<file path="config.mk">
export PLATFORM = sky130hd
export DESIGN_NAME = mmu_data_xlate
export DESIGN_NICKNAME = d
export VERILOG_FILES = /design/src/rtl/mmu_data_xlate_pkg.sv /design/src/rtl/mmu_seg_decode.sv /design/src/rtl/mmu_data_xlate.sv
export SDC_FILE = /design/constraint.sdc
export NUM_CORES = 1
export LEC_CHECK = 0
export BUFFER_PORTS_ARGS = -buffer_cell sky130_fd_sc_hd__buf_2
export CAP_MARGIN = 20
export CORE_ASPECT_RATIO = 1.75
export CORE_MARGIN = 2
export CORE_UTILIZATION = 42
export CTS_BUF_LIST = sky130_fd_sc_hd__clkbuf_4 sky130_fd_sc_hd__clkbuf_8
export CTS_CLUSTER_DIAMETER = 120
export DETAILED_ROUTE_END_ITERATION = 7
export HOLD_SLACK_MARGIN = 0.1
export MAX_ROUTING_LAYER = met4
export PLACE_DENSITY = 0.79
export SLEW_MARGIN = 25
export SYNTH_ARGS = -nofsm -noshare
export SYNTH_HDL_FRONTEND = slang
export SYNTH_SLANG_ARGS = --single-unit
</file>
<file path="constraint.sdc">
create_clock -name clk -period 1.4 [get_ports clk]
set_input_delay 0.07 -clock clk [delete_from_list [all_inputs] [get_ports clk]]
set_output_delay 0.07 -clock clk [all_outputs]
set_load 0.02 [all_outputs]
</file>
<file path="src/rtl/mmu_data_xlate_pkg.sv">
// Shared types and constants for the data-side address translation stage.
package mmu_data_xlate_pkg;

  typedef enum logic [3:0] {
    EXC_NONE = 4'd0,
    EXC_MOD  = 4'd1,
    EXC_TLBL = 4'd2,
    EXC_TLBS = 4'd3,
    EXC_ADEL = 4'd4,
    EXC_ADES = 4'd5
  } exc_code_t;

  // Values of vaddr[31:29] for the two unmapped kernel segments.
  localparam logic [2:0]  KSEG0         = 3'b100;
  localparam logic [2:0]  KSEG1         = 3'b101;
  localparam logic [31:0] UNMAPPED_MASK = 32'h1FFF_FFFF;

  localparam logic [1:0] SIZE_BYTE = 2'd0;
  localparam logic [1:0] SIZE_HALF = 2'd1;

  typedef struct packed {
    logic [31:0] paddr;
    logic [31:0] badvaddr;
    exc_code_t   exc;
    logic        refill;
    logic        uncached;
    logic        store;
  } resp_t;

  // Size 3 is handled like a word access.
  function automatic logic is_misaligned(input logic [1:0] size, input logic [1:0] low);
    case (size)
      SIZE_BYTE: is_misaligned = 1'b0;
      SIZE_HALF: is_misaligned = low[0];
      default:   is_misaligned = (low != 2'b00);
    endcase
  endfunction

endpackage

</file>
<file path="src/rtl/mmu_seg_decode.sv">
// Combinational segment decode: flags mapped segments and forms the
// physical address/cacheability for the unmapped kseg0/kseg1 windows.
module mmu_seg_decode
  import mmu_data_xlate_pkg::*;
(
  input  logic [31:0] vaddr,
  input  logic        kseg0_uncached,
  output logic        mapped,
  output logic        uncached,
  output logic [31:0] paddr
);

  always_comb begin
    mapped   = 1'b1;
    uncached = 1'b0;
    paddr    = vaddr & UNMAPPED_MASK;
    case (vaddr[31:29])
      KSEG0: begin
        mapped   = 1'b0;
        uncached = kseg0_uncached;
      end
      KSEG1: begin
        mapped   = 1'b0;
        uncached = 1'b1;
      end
      default: ;
    endcase
  end

endmodule

</file>
<file path="src/rtl/mmu_data_xlate.sv">
// Data-side virtual-to-physical translation: one register stage between a
// valid/ready request port and a valid/ready response port.
//
// Handshake: a beat transfers on a rising edge where valid and ready are both
// high; a producer holds its payload stable while valid is high and ready low.
module mmu_data_xlate
  import mmu_data_xlate_pkg::*;
#(
  parameter int unsigned TLBW_HOLD = 1
) (
  input  logic        clk,
  input  logic        rst,
  input  logic        req_valid,
  output logic        req_ready,
  input  logic [31:0] req_vaddr,
  input  logic        req_store,
  input  logic [1:0]  req_size,
  input  logic        user_mode,
  input  logic        kseg0_uncached,
  input  logic        flush,
  input  logic        tlbwi,
  input  logic        tlbwr,
  output logic [31:0] tlb_vaddr,
  input  logic [31:0] tlb_paddr,
  input  logic        tlb_miss,
  input  logic        tlb_valid,
  input  logic        tlb_dirty,
  input  logic        tlb_uncached,
  output logic        resp_valid,
  input  logic        resp_ready,
  output logic [31:0] resp_paddr,
  output logic        resp_uncached,
  output logic        resp_store,
  output logic [3:0]  resp_exc_code,
  output logic        resp_tlb_refill,
  output logic [31:0] resp_badvaddr
);

  localparam int HOLD_W = (TLBW_HOLD > 1) ? $clog2(TLBW_HOLD + 1) : 1;
  localparam logic [HOLD_W-1:0] HOLD_LOAD = HOLD_W'(TLBW_HOLD);

  logic [HOLD_W-1:0] hold_cnt_q, hold_cnt_d;
  logic              resp_valid_q, resp_valid_d;
  resp_t             resp_q, resp_d;

  logic        seg_mapped, seg_uncached;
  logic [31:0] seg_paddr;
  logic        accept;
  logic        addr_err;
  resp_t       new_resp;

  mmu_seg_decode u_seg_decode (
    .vaddr          (req_vaddr),
    .kseg0_uncached (kseg0_uncached),
    .mapped         (seg_mapped),
    .uncached       (seg_uncached),
    .paddr          (seg_paddr)
  );

  assign tlb_vaddr = req_vaddr;

  // Writes to the TLB are not visible to the lookup port right away, so new
  // requests are held off for the write cycle plus TLBW_HOLD more.
  assign req_ready = (!resp_valid_q || resp_ready) && !flush &&
                     (hold_cnt_q == '0) && !tlbwi && !tlbwr;
  assign accept    = req_valid && req_ready;
  assign addr_err  = is_misaligned(req_size, req_vaddr[1:0]) ||
                     (user_mode && req_vaddr[31]);

  always_comb begin
    new_resp          = '0;
    new_resp.badvaddr = req_vaddr;
    new_resp.store    = req_store;
    new_resp.paddr    = seg_mapped ? tlb_paddr : seg_paddr;
    new_resp.uncached = seg_mapped ? tlb_uncached : seg_uncached;
    new_resp.exc      = EXC_NONE;
    if (addr_err) begin
      new_resp.exc = req_store ? EXC_ADES : EXC_ADEL;
    end else if (seg_mapped && tlb_miss) begin
      new_resp.exc    = req_store ? EXC_TLBS : EXC_TLBL;
      new_resp.refill = 1'b1;
    end else if (seg_mapped && !tlb_valid) begin
      new_resp.exc = req_store ? EXC_TLBS : EXC_TLBL;
    end else if (seg_mapped && req_store && !tlb_dirty) begin
      new_resp.exc = EXC_MOD;
    end
    if (new_resp.exc != EXC_NONE) begin
      new_resp.paddr = '0;
    end
  end

  always_comb begin
    hold_cnt_d = hold_cnt_q;
    if (tlbwi || tlbwr) begin
      hold_cnt_d = HOLD_LOAD;
    end else if (hold_cnt_q != '0) begin
      hold_cnt_d = hold_cnt_q - 1'b1;
    end
  end

  // Flush wins over accept and drain; accept during a drain replaces in place.
  always_comb begin
    resp_valid_d = resp_valid_q;
    resp_d       = resp_q;
    if (flush) begin
      resp_valid_d = 1'b0;
    end else if (accept) begin
      resp_valid_d = 1'b1;
      resp_d       = new_resp;
    end else if (resp_ready) begin
      resp_valid_d = 1'b0;
    end
  end

  always_ff @(posedge clk or negedge rst) begin
    if (!rst) begin
      hold_cnt_q   <= '0;
      resp_valid_q <= 1'b0;
      resp_q       <= '0;
    end else begin
      hold_cnt_q   <= hold_cnt_d;
      resp_valid_q <= resp_valid_d;
      resp_q       <= resp_d;
    end
  end

  assign resp_valid      = resp_valid_q;
  assign resp_paddr      = resp_q.paddr;
  assign resp_uncached   = resp_q.uncached;
  assign resp_store      = resp_q.store;
  assign resp_exc_code   = resp_q.exc;
  assign resp_tlb_refill = resp_q.refill;
  assign resp_badvaddr   = resp_q.badvaddr;

endmodule

</file>
=== After elaboration in Yosys (flattened, before gate mapping) ===
Index checks and enable logic that the tools add are counted.
W data, S select, Z words.

* Register bits: 73
* Input port bits: 80

* Reduce and logical (&&, ||, !) cells: 25
* Multiplexer cells: 19
* Bitwise operators: 2
* Equality and inequality tests: 3
* Add/sub/neg operators: 1

{| class="wikitable"
|+ Operators with widths
! operator !! count
|-
| $mux W32 || 2
|-
| $mux W1 || 12
|-
| $mux W4 || 3
|-
| $logic_and A1 B1 Y1 || 10
|-
| $eq A3 B3 Y1 const B || 2
|-
| $logic_not A1 Y1 || 6
|-
| $pmux W1 S2 || 2
|-
| $reduce_bool A4 Y1 || 1
|-
| $logic_or A1 B1 Y1 || 3
|-
| $reduce_bool A3 Y1 || 1
|-
| $eq A2 B1 Y1 const B || 1
|-
| $logic_not A2 Y1 || 1
|-
| $not A1 Y1 || 2
|-
| $reduce_and A2 Y1 || 1
|-
| $reduce_bool A2 Y1 || 1
|-
| $reduce_or A2 Y1 || 1
|-
| $sub A1 B1 Y1 const B || 1
|}

=== Logic depth before layout (Yosys ltp) ===
Gate-level depths: netlist of the first run.

* Depth after elaboration: 11
* Gate-level depth with buffers: 6
* Gate-level depth less buffers: 4

=== Hierarchy ===
From an unflattened synthesis of the first run, not the netlist that was laid out.

* Cells, all modules: 331
* Area total of the unflattened synthesis: 3881.2 um^2

{| class="wikitable"
|+ Modules (own cells, without submodules)
! module !! cells an instance !! instances !! area each (um^2)
|-
| mmu_data_xlate || 295 || 1 || 3613.5
|-
| mmu_seg_decode || 36 || 1 || 267.8
|}

=== Worst setup path after synthesis of the first run ===
OpenSTA, ideal clock, no wires.

* Path kind: register -> register
* Start: reg resp_valid_q (netlist: resp_valid)
* End: reg resp_q, in the netlist resp_badvaddr[16]
* Setup slack: 0.015 ns
* Data required time: 1.335 ns
* Buffers on the path: 2
* Setup time: 0.065 ns
* Arrival time: 1.320 ns
* Cell stages (with the launch flop): 7
* Cells stage by stage: dfrtp_1 > nand2b_1 > nand3_1 > clkbuf_1 > clkbuf_1 > nand2_1 > nand2_1

* Cells in the longest elaborated chain, start to end: 8

{| class="wikitable"
|+ Ends and longest elaborated chain
! item !! RTL line !! text
|-
| from (decl) || mmu_data_xlate.sv:43 || <nowiki>logic resp_valid_q, resp_valid_d;</nowiki>
|-
| from (signal assigned) || mmu_data_xlate.sv:122 || <nowiki>resp_valid_q <= resp_valid_d;</nowiki>
|-
| $logic_not A1 Y1 || mmu_data_xlate.sv:64 || <nowiki>assign req_ready = (!resp_valid_q || resp_ready) && !flush &&</nowiki>
|-
| $logic_or A1 B1 Y1 || mmu_data_xlate.sv:64 ||
|-
| $logic_and A1 B1 Y1 (2 in series) || mmu_data_xlate.sv:64 ||
|-
| $logic_and A1 B1 Y1 (2 in series) || mmu_data_xlate.sv:65 || <nowiki>(hold_cnt_q == '0) && !tlbwi && !tlbwr;</nowiki>
|-
| $logic_and A1 B1 Y1 || mmu_data_xlate.sv:66 || <nowiki>assign accept = req_valid && req_ready;</nowiki>
|-
| $reduce_and A2 Y1 (no source line) || - ||
|-
| to (signal assigned) || mmu_data_xlate.sv:123 || <nowiki>resp_q <= resp_d;</nowiki>
|-
| to (decl) || mmu_data_xlate.sv:44 || <nowiki>resp_t resp_q, resp_d;</nowiki>
|}

Every way passes these cells.
A chain may end at the register's enable or synchronous reset.

=== Final worst setup path of the first run ===
* Start: reg hold_cnt_q
* End: reg resp_q, in the netlist resp_paddr[31]

* Cells in the longest elaborated chain, start to end: 6

{| class="wikitable"
|+ Ends and longest elaborated chain
! item !! RTL line !! text
|-
| from (decl) || mmu_data_xlate.sv:42 || <nowiki>logic [HOLD_W-1:0] hold_cnt_q, hold_cnt_d;</nowiki>
|-
| from (signal assigned) || mmu_data_xlate.sv:121 || <nowiki>hold_cnt_q <= hold_cnt_d;</nowiki>
|-
| $not A1 Y1 || mmu_data_xlate.sv:65 ||
|-
| $logic_and A1 B1 Y1 || mmu_data_xlate.sv:64 ||
|-
| $logic_and A1 B1 Y1 (2 in series) || mmu_data_xlate.sv:65 ||
|-
| $logic_and A1 B1 Y1 || mmu_data_xlate.sv:66 ||
|-
| $reduce_and A2 Y1 (no source line) || - ||
|}

Every way passes these cells.

==> metrics.md, run 1 <==
| Metric | Value |
|---|---|
| Status | complete, but fails checks |
| Failing checks | setup timing |
| CTS Sinks | 72 |
| Area of placed instances | 0.00429 sq mm |
| Design Area, Final | 0.00530 sq mm |
| 1st-iter DRT viols | 139 |
| Max Root-Sink Buffers | 2 |
| CTS tree | built |
| Largest net degree at the start of global routing | 44 |
| Register bit total from synthesis | 72 |
| Startpoint types | flip-flop |
| First-pass GRT wire length | between 15 and 20 mm |
| Area growth from synthesis to layout | 54.7% |
| Clk Latency, worst-skew pair | 350 ps |
| Root buffer cell | clkbuf_8 |
| Number of port buffers | between 150 and 200 |
| Unrepaired setup endpoints after global routing | yes |
| Worst setup EP type | flip-flop |
| DRC viols | 0 |
| Die Height | 123 um |
| Post-synthesis sequential area ratio | 0.526 |
| Synth cell types | 24 |
| Syn nets | between 400 and 500 |
| Fill count | 587 |
| Max-Cap Viols | 0 |
| Vias in the first global route | 3356 |
| Hold-critical path depth | 4 |
| Die area | 0.00893 sq mm |
| Required time of the critical path | 1680 ps |
| # IOs | 185 |
| Drt wl/cell | 15.6 um |
| Setup violators final | 34 |
| Drt via density | 4.93 |
| Final worst path period need | 1500 ps |
| Clk_skew | approximately 11 ps |
| Syn Inst Count | ~350 |
| Nets | 666 |
| Global routing met2 resource utilization | 0.411 |
| Area of the multi-input gates | 0.00129 sq mm |
| Slew Limit Fails | 0 |
| Commonest non-fill, non-tap cell in the layout | buf_2 |
| Crit path DAT | around 1800 ps |
| Register area | 0.00180 sq mm |
| # H-tree levels | 3 |
| Via count | 3361 |
| Max Fanout on Critical Path | 9 |
| Layout cells sized above 1 | 0.428 |
| Total power draw | 5.66 mW |
| Commonest cells after routing, fill and taps aside | buf_2 (182), nand2_1 (140), dlygate4sd3_1 (74), dfrtp_1 (72), o21ai_2 (30) |
| Post-Syn Area | around 0.0034 sq mm |
| Die width | 72.3 um |
| Initial Utilization | 0.433 |
| M1 GR Usage | 0.281 |
| Maximum VDD drop | about 0.8 mV |
| Min-Delay Path Class | in -> reg |
| Power per cell area | 1070 mW/mm^2 |
| Most used routing layer | met2 |
| Gr ovfl total | 0 |
| Avg Cell Area, Syn | 9.71 sq um |
| Reg clk slew, reported paths | around 70 ps |
| Leakage power | 2.92 nW |
| Setup WS post-layout | -103 ps |
| Detailed Route WL | 10.6 mm |
| Fmax | 0.665 GHz |
| Initial antenna violation count | 0 |
| RD Place Congestion | 0.817 |
| Final hold vios | 0 |
| CORE AREA | a little under 0.008 sq mm |
| Row cnt | 43 |
| Total GRT Usage | 0.251 |
| Period utilization | 1.07 |
| 1st-pass router iterations | 4 |
| GR Layer Usage met3 | 0.0562 |
| DP HPWL | 6.89 mm |
| CTS buffer count | 9 |
| Post-route ant nets | 0 |
| CP Class | reg -> reg |
| FF-to-FF path depth | 5 |
| Warnings from Yosys | 0 |
-- synth_stat cells --
library cell / instances / area share
and2_1: 1 / 0.0018
nand2b_1: 2 / 0.0037
clkbuf_1: 3 / 0.0033
mux2i_1: 29 / 0.085
nor4_4: 1 / 0.0062
nand2_1: 140 / 0.15
a22oi_1: 1 / 0.0022
inv_1: 1 / 0.0011
o31ai_1: 1 / 0.0022
nor2b_1: 2 / 0.0037
o21ai_2: 30 / 0.077
or3_1: 1 / 0.0018
and3_1: 1 / 0.0018
or2_2: 1 / 0.0018
buf_2: 12 / 0.018
buf_4: 34 / 0.074
buf_6: 3 / 0.0099
nor2_1: 4 / 0.0044
nand3_1: 2 / 0.0029
o21ai_0: 9 / 0.013
a211o_4: 1 / 0.0051
dfrtp_1: 72 / 0.53
a21oi_1: 1 / 0.0015
conb_1: 1 / 0.0011
-- sequential cells by signal (all words and copies together) (netlist names) --
| name | flops |
|---|---|
| resp_tlb_refill | 1 |
| resp_uncached | 1 |
| hold_cnt_q | 1 |
| resp_exc_code | 3 |
| resp_paddr | 32 |
| resp_valid | 1 |
| resp_store | 1 |
| resp_badvaddr | 32 |
-- critical path: stages (launching register included) --
cell	delay, ps
dfrtp_1	400
nor4_4	200
nand3_2	150
a211o_4	360
clkbuf_16	190
o21ai_2	130
-- stage by stage --
step | instances | util | worst slack, ps | TNS (ps) | hold WS, ps
floorplan | 353 | - | 15.3 | 0 | -226
global placement | 589 | 0.542 | 9.56 | 0 | 30.7
detailed placement | 589 | 0.542 | -78.8 | -589 | 34.1
CTS | 679 | 0.662 | -58.7 | -1020 | 103
global route | 681 | 0.670 | -191 | -8200 | 121
finish | 682 | 0.670 | -103 | -2620 | 109
-- power breakdown --
part           switching (mW)  internal [mW]  total (mW)
Combinational           0.891          0.607        1.50
Clock                   0.743          0.955        1.70
Sequential              0.134           2.33        2.47
-- worst paths after layout --
check	from	to	slack, ps
max	hold_cnt_q$_DFF_PN0_	resp_paddr[31]$_DFFE_PN0P_	-100
max reg2reg	hold_cnt_q$_DFF_PN0_	resp_paddr[31]$_DFFE_PN0P_	-100
min	tlb_dirty	resp_exc_code[0]$_DFFE_PN0P_	110
max in group asynchronous	rst	resp_badvaddr[24]$_DFFE_PN0P_	600
min reg2reg	resp_badvaddr[23]$_DFFE_PN0P_	resp_badvaddr[23]$_DFFE_PN0P_	470
min in group asynchronous	rst	resp_paddr[26]$_DFFE_PN0P_	220
-- area by class of cell --
class | instances | share of cell area
repair buffers | 274 | 0.356
flip-flops and latches | 72 | 0.340
multi-input cells | 228 | 0.243
clock buffers | 13 | 0.0314
well taps | 90 | 0.0212
clock inverters | 3 | 0.00755
inverters | 1 | 0.000708
diodes | 1 | 0.000472
-- cell families after synthesis --
| kind of cell | count (synthesis) | share of synthesized area |
|---|---|---|
| buf+inv | 53 | 0.106 |
| other cells | 1 | 0.00109 |
| mux | 29 | 0.0847 |
| simple gates | 155 | 0.181 |
| flops | 72 | 0.526 |
| compound gates | 43 | 0.101 |
-- repair_timing --
action | in CTS | in global routing
hold buffers | 74 | 1
setup buffers | 0 | 2
endpoints found under the hold margin | 143 | 1
pin swaps | 0 | 3
gates cloned | 0 | 1
gates resized for setup | 2 | 7
setup endpoints to repair | 28 | 71
-- layer usage --
metal  wire (um)  vias to the layer above  share of wire
met5           0                        -              0
met4         460                        0          0.043
met3         590                       42          0.056
met2        5720                      156           0.54
met1        3860                     1590           0.36
li1            -                     1573              -
(Power assumes the default switching activity.)
==> inputs of run 2 (changes only) <==
- CORE_UTILIZATION: 42 -> 44
- PLACE_DENSITY: 0.79 -> 0.8
- SYNTH_HIERARCHICAL: default -> 1
==> run 2 against run 1 <==
Effect of this change: routed wire length rose by 29%; the flow still finishes with violations (setup timing); core utilization rose by 9.5 points; sequential share of layout area decreased by 6.7 points; critical path type unchanged; non-clock buffer count up 11.
==> metrics.md, run 2 <==
| Metric | Value |
|---|---|
| Required time of the critical path | around 1600 ps |
| Commonest cells in the synthesized netlist | dfrtp_1 (72), buf_4 (65), mux2i_1 (33), o31ai_1 (33), o41ai_1 (33) |
| Synth Area in Simple Gates | 0.0326 |
| Power per cell area | 918 mW/mm^2 |
| Final hold vios | 0 |
| Post-synthesis sequential area ratio | 0.464 |
| Sw Pwr | 2.00 mW |
| Reg clk slew, reported paths | 80 ps |
| Worst setup EP type | flip-flop |
| Drt wl/cell | between 20 and 25 um |
| Fin Hold WS | 115 ps |
| Initial antenna violation count | 0 |
| Register bit total from synthesis | 72 |
| Most numerous cell in the Yosys netlist | dfrtp_1 |
| Row cnt | between 40 and 50 |
| CORE AREA | 0.00861 sq mm |
| Total GRT Usage | 0.282 |
| CTS buffer count | 9 |
| Max-Cap Viols | 0 |
| Max-slew headroom at the worst pin | 0.450 |
| Fill count | 502 |
| Post-synthesis adder-cell area fraction | 0 |
| CTS tree | built |
| Die area | 0.00962 sq mm |
| Register area | 0.00180 sq mm |
| # IOs | 185 |
| Status | complete, but fails checks |
| Area leader, netlist | dfrtp_1 |
| Maximum VDD drop | roughly 0.84 mV |
| Most used DFF post-synth | dfrtp_1 |
| DRC viols | 0 |
| Avg Cell Area, Syn | 11.7 sq um |
| Warnings from Yosys | 6 |
| Via count | between 3000 and 4000 |
| Failing checks | setup timing |
| Synth cell types | 33 |
| Synth top area share | 0.464 |
| Layout cells sized above 1 | 0.661 |
| Commonest cells after routing, fill and taps aside | buf_2 (181), dfrtp_1 (72), dlygate4sd3_1 (51), mux2i_1 (33), o41ai_2 (24) |
| Commonest non-fill, non-tap cell in the layout | buf_2 |
| FF-to-FF path depth | 5 |
| DP HPWL | 7.31 mm |
| Setup violators final | between 70 and 80 |
| Post-route ant nets | 0 |
| Total power draw | 6.05 mW |
| Max Fanout on Critical Path | 9 |
| Post-Syn Area | just under 0.004 sq mm |
| Synth Area in Compound Gates | 0.156 |
| Die Height | 128 um |
| Max Root-Sink Buffers | 2 |
| Drt via density | ~5.5 |
| Nets | 615 |
| Final worst path period need | ~1800 ps |
| Comb pwr share | 0.311 |
| Hold-critical path depth | 3 |
| Syn Inst Count | approximately 330 |
| Die width | 75.0 um |
| Clk_skew | approximately 8.2 ps |
| Number of port buffers | 183 |
| Area growth from synthesis to layout | 69.9% |
| Main area contributors after synthesis | dfrtp_1 (46%), buf_4 (13%), mux2_2 (8.7%) |
| Vias in the first global route | between 3000 and 4000 |
| Worst slew pin tran | 826 ps |
| CTS Sinks | 72 |
| Fmax | 0.564 GHz |
| Seq pwr share | 0.416 |
| Min-Delay Path Class | in -> reg |
| Multiplexer share of the synthesized area | 0.181 |
| Detailed Route WL | 13.7 mm |
| Leakage power | 3.43 nW |
| RD Place Congestion | 0.800 |
| Largest net degree at the start of global routing | 73 |
| Switching share of power | 0.331 |
| # H-tree levels | 3 |
| Clk Latency, worst-skew pair | about 350 ps |
| Slew Limit Fails | 0 |
| First-pass GRT wire length | slightly below 20 mm |
| EDFF count, synth | 0 |
| Synth Area in XOR/XNOR | 0 |
| # diodes | 0 |
| Area of the multi-input gates | 0.00222 sq mm |
| Setup WS post-layout | -374 ps |
| Startpoint types | flip-flop |
| 1st-pass router iterations | 4 |
| Initial Utilization | 0.451 |
| Gr ovfl total | 0 |
| Ys async rst share | 1.00 |
| Internal power | 4.05 mW |
| Period utilization | 1.27 |
| Largest family of logic cells by synthesized area | multiplexers |
| 1st-iter DRT viols | 179 |
| Unrepaired setup endpoints after global routing | yes |
| Root buffer cell | clkbuf_8 |
| Crit path DAT | 2010 ps |
| CP Class | reg -> reg |
| Clk pwr share | 0.273 |
run 2: changes by cell type after synthesis, moves of 3 or more:
cell,change
buf_2,-9
buf_4,+31
clkbuf_1,+18
mux2_1,+3
mux2_2,+30
mux2i_1,+4
nand2_1,-140
o21ai_0,-7
o21ai_2,-30
o31ai_1,+32
o41ai_1,+33
run 2: area by class of cell:
type | count | share of cell area
clock buffer | 12 | 0.0222
tap | 117 | 0.0222
inverter | 4 | 0.00228
timing repair buffer | 285 | 0.336
sequential | 72 | 0.273
clock inverter | 4 | 0.00683
multi-input combinational | 163 | 0.337
run 2: cell families after synthesis:
logic type | after synthesis
buffers and inverters | 98
AOI/OAI and AO/OA | 76
DFF | 72
muxes | 66
and+or+nand+nor | 17
other | 2
run 2: worst paths after layout:
check	start	endpoint	slack, ps
setup / recovery	hold_cnt_q$_DFF_PN0_	resp_badvaddr[15]$_DFFE_PN0P_	-370
hold / removal	tlb_paddr[31]	resp_paddr[31]$_DFFE_PN0P_	110
setup reg to reg	hold_cnt_q$_DFF_PN0_	resp_badvaddr[15]$_DFFE_PN0P_	-370
hold reg to reg	resp_badvaddr[13]$_DFFE_PN0P_	resp_badvaddr[13]$_DFFE_PN0P_	490
max in group asynchronous	rst	resp_badvaddr[20]$_DFFE_PN0P_	810
min in group asynchronous	rst	resp_exc_code[0]$_DFFE_PN0P_	280
run 2: worst max-delay path, stage by stage (launching register included):
cell,delay [ps]
dfrtp_1,380
or4_4,470
nor3_4,170
buf_12,150
buf_12,140
mux2_2,340
run 2: repair_timing:
item / CTS / global route
endpoints found under the setup margin: 70 / 72
endpoints found under the hold margin: 121 / 0
pin swaps: 30 / 4
cloned: 8 / 3
hold buffers: 51 / 0
buffers inserted: 12 / 6
gates resized for setup: 112 / 29
run 2: power groups by stage:
stage                     Sequential (mW)  Clock, mW  Combinational [mW]
after global routing                 2.54       1.76                1.99
after detailed placement             2.53          0                1.46
after global placement               2.51          0                1.42
final                                2.52       1.65                1.88
after CTS                            2.51       1.67                1.76
after floorplan                      2.85          0               0.614
run 2: through the flow:
| step | instance area [sq um] | setup TNS (ps) | util | worst slack, ps | cells |
|---|---|---|---|---|---|
| global placement | 4570 | -24250 | 0.530 | -418 | 561 |
| detailed placement | 4570 | -27120 | 0.530 | -473 | 561 |
| CTS | 6250 | -23320 | 0.725 | -421 | 647 |
| floorplan | 3910 | -15140 | - | -388 | 333 |
| finish | 6590 | -20410 | 0.765 | -374 | 657 |
| global route | 6590 | -24260 | 0.765 | -415 | 657 |
run 2: layer usage:
layer	wire, um	GRT usage	part of all wire
met1	4860	0.309	0.35
met2	7780	0.481	0.57
met3	531	0.0472	0.039
met4	536	0.136	0.039
met5	0	-	0
==> inputs of run 3 (changes only) <==
- CORE_ASPECT_RATIO: 1.75 -> 0.5
==> run 3 against run 2 <==
Effect of this change: the flow still finishes with violations (setup timing); sequential power is essentially flat; final area shrank 4.8%; maximum frequency shrank 1.9%; routed wire length grew 11%; cell count shrank 0.61%; core utilization shrank 3.9 points; clock power shrank 4%.
==> metrics.md, run 3 (synthesis gave the netlist of run 2 again) <==
| Metric | Value |
|---|---|
| Gr ovfl total | 0 |
| Slew Limit Fails | 0 |
| Failing checks | setup timing |
| Total GRT Usage | 0.281 |
| Startpoint types | flip-flop |
| Max Fanout on Critical Path | 9 |
| DRC viols | 0 |
| Via count | 3864 |
| Clk_skew | around 11 ps |
| CTS buffer count | 9 |
| # IOs | 185 |
| Largest net degree at the start of global routing | 73 |
| Setup WS post-layout | -409 ps |
| Leakage power | 3.42 nW |
| CTS Sinks | 72 |
| Final Util | 0.726 |
| Dpl ws | -397 ps |
| Metal2 WL | 7.19 mm |
| Die Height | 70.4 um |
| Final worst path period need | 1810 ps |
| Worst slew pin tran | 823 ps |
| Fin Hold WS | 121 ps |
| Worst setup EP type | flip-flop |
| 1st-pass router iterations | 5 |
| Min-Delay Path Class | in -> reg |
| RD Place Congestion | 0.808 |
| Clk Latency, worst-skew pair | 350 ps |
| Final hold vios | 0 |
| Commonest cells after routing, fill and taps aside | buf_2 (182), dfrtp_1 (72), dlygate4sd3_1 (62), mux2i_1 (33), mux2_4 (30) |
| CORE AREA | ~0.0086 sq mm |
| Status | complete, but fails checks |
| # diodes | 0 |
| CTS tree | built |
| Power per cell area | 974 mW/mm^2 |
| First-pass GRT wire length | 19.8 mm |
| DP HPWL | 6.95 mm |
| Layout cells sized above 1 | 0.612 |
| Max Root-Sink Buffers | 2 |
| Initial Utilization | 0.449 |
| Drt wl/cell | 23.2 um |
| Drt via density | around 5.9 |
| Crit path DAT | 2050 ps |
| Post-route ant nets | 0 |
| Maximum VDD drop | just under 0.5 mV |
| Unrepaired setup endpoints after global routing | yes |
| Detailed Route WL | ~15 mm |
| Row cnt | 24 |
| Area growth from synthesis to layout | 61.8% |
| Vias in the first global route | ~3600 |
| Period utilization | 1.29 |
| Commonest non-fill, non-tap cell in the layout | buf_2 |
| Max-slew headroom at the worst pin | 0.450 |
| Number of port buffers | 183 |
| Max-Cap Viols | 0 |
| Met3 wire length | 1.17 mm |
| Fill count | 507 |
| Setup TNS | -22470 ps |
| Area of the multi-input gates | 0.00207 sq mm |
| Root buffer cell | clkbuf_8 |
| Nets | 613 |
| Required time of the critical path | about 1600 ps |
| 1st-iter DRT viols | between 300 and 400 |
| Die area | 0.00963 sq mm |
| Highest Signal Layer | met4 |
| Die width | 137 um |
| Setup violators final | 71 |
| Reg clk slew, reported paths | 80 ps |
| # H-tree levels | 3 |
| CP Class | reg -> reg |
| Fmax | between 0.5 and 0.6 GHz |
| Initial antenna violation count | 0 |
| Met1 WL | 5.86 mm |
| Register area | 0.00180 sq mm |
[run 3: path summary, 6_finish.rpt]
path                                          startpoint                             to  slack (ps)  depth (start not counted)
setup / recovery                    hold_cnt_q$_DFF_PN0_  resp_badvaddr[15]$_DFFE_PN0P_        -410                          5
hold / removal                              req_vaddr[0]   resp_badvaddr[0]$_DFFE_PN0P_         120                          3
setup reg to reg                    hold_cnt_q$_DFF_PN0_  resp_badvaddr[15]$_DFFE_PN0P_        -410                          5
hold reg to reg            resp_badvaddr[24]$_DFFE_PN0P_  resp_badvaddr[24]$_DFFE_PN0P_         510                          1
max in group asynchronous                            rst   resp_badvaddr[9]$_DFFE_PN0P_         800                          3
min in group asynchronous                            rst  resp_badvaddr[16]$_DFFE_PN0P_         270                          3
[run 3: layout make-up]
| cell class | count | share of cell area |
|---|---|---|
| inverter | 4 | 0.00239 |
| sequential | 72 | 0.287 |
| clock buffer | 14 | 0.0287 |
| tap | 117 | 0.0233 |
| timing repair buffer | 283 | 0.328 |
| multi-input combinational | 163 | 0.330 |
[run 3: critical path, cell delays in order, from the launching register on]
cell and delay, ps:
dfrtp_1 400, or4_4 470, nor3_4 180, buf_6 170, buf_12 160, mux2_4 320
[run 3: per-layer routing]
metal  global-route usage  up-vias
met5                    -        -
met4                0.134        0
met3               0.0690      108
met2                0.462      296
met1                0.325     1888
li1                     -     1572
[run 3: power breakdown]
part | internal, mW | switching [mW] | total, mW
combinational | 0.874 | 1.12 | 1.99
clock | 0.812 | 0.783 | 1.59
sequential | 2.35 | 0.177 | 2.53
total | 4.03 | 2.08 | 6.11
[run 3: per-stage QoR]
stage	power, mW	cells	instance area, sq um
after floorplan	3.47	333	3910
after global placement	3.95	560	4610
after detailed placement	4.00	560	4610
after CTS	5.79	645	5800
after global routing	6.36	653	6280
final	6.11	653	6280
[run 3: timing repair]
action | 4_1_cts | 5_1_grt
endpoints found under the setup margin | 71 | 73
cloned | 3 | 3
pin swaps | 3 | 18
hold buffers | 63 | 0
gates resized for setup | 44 | 62
setup buffers | 5 | 5
hold endpoints to repair | 134 | 0
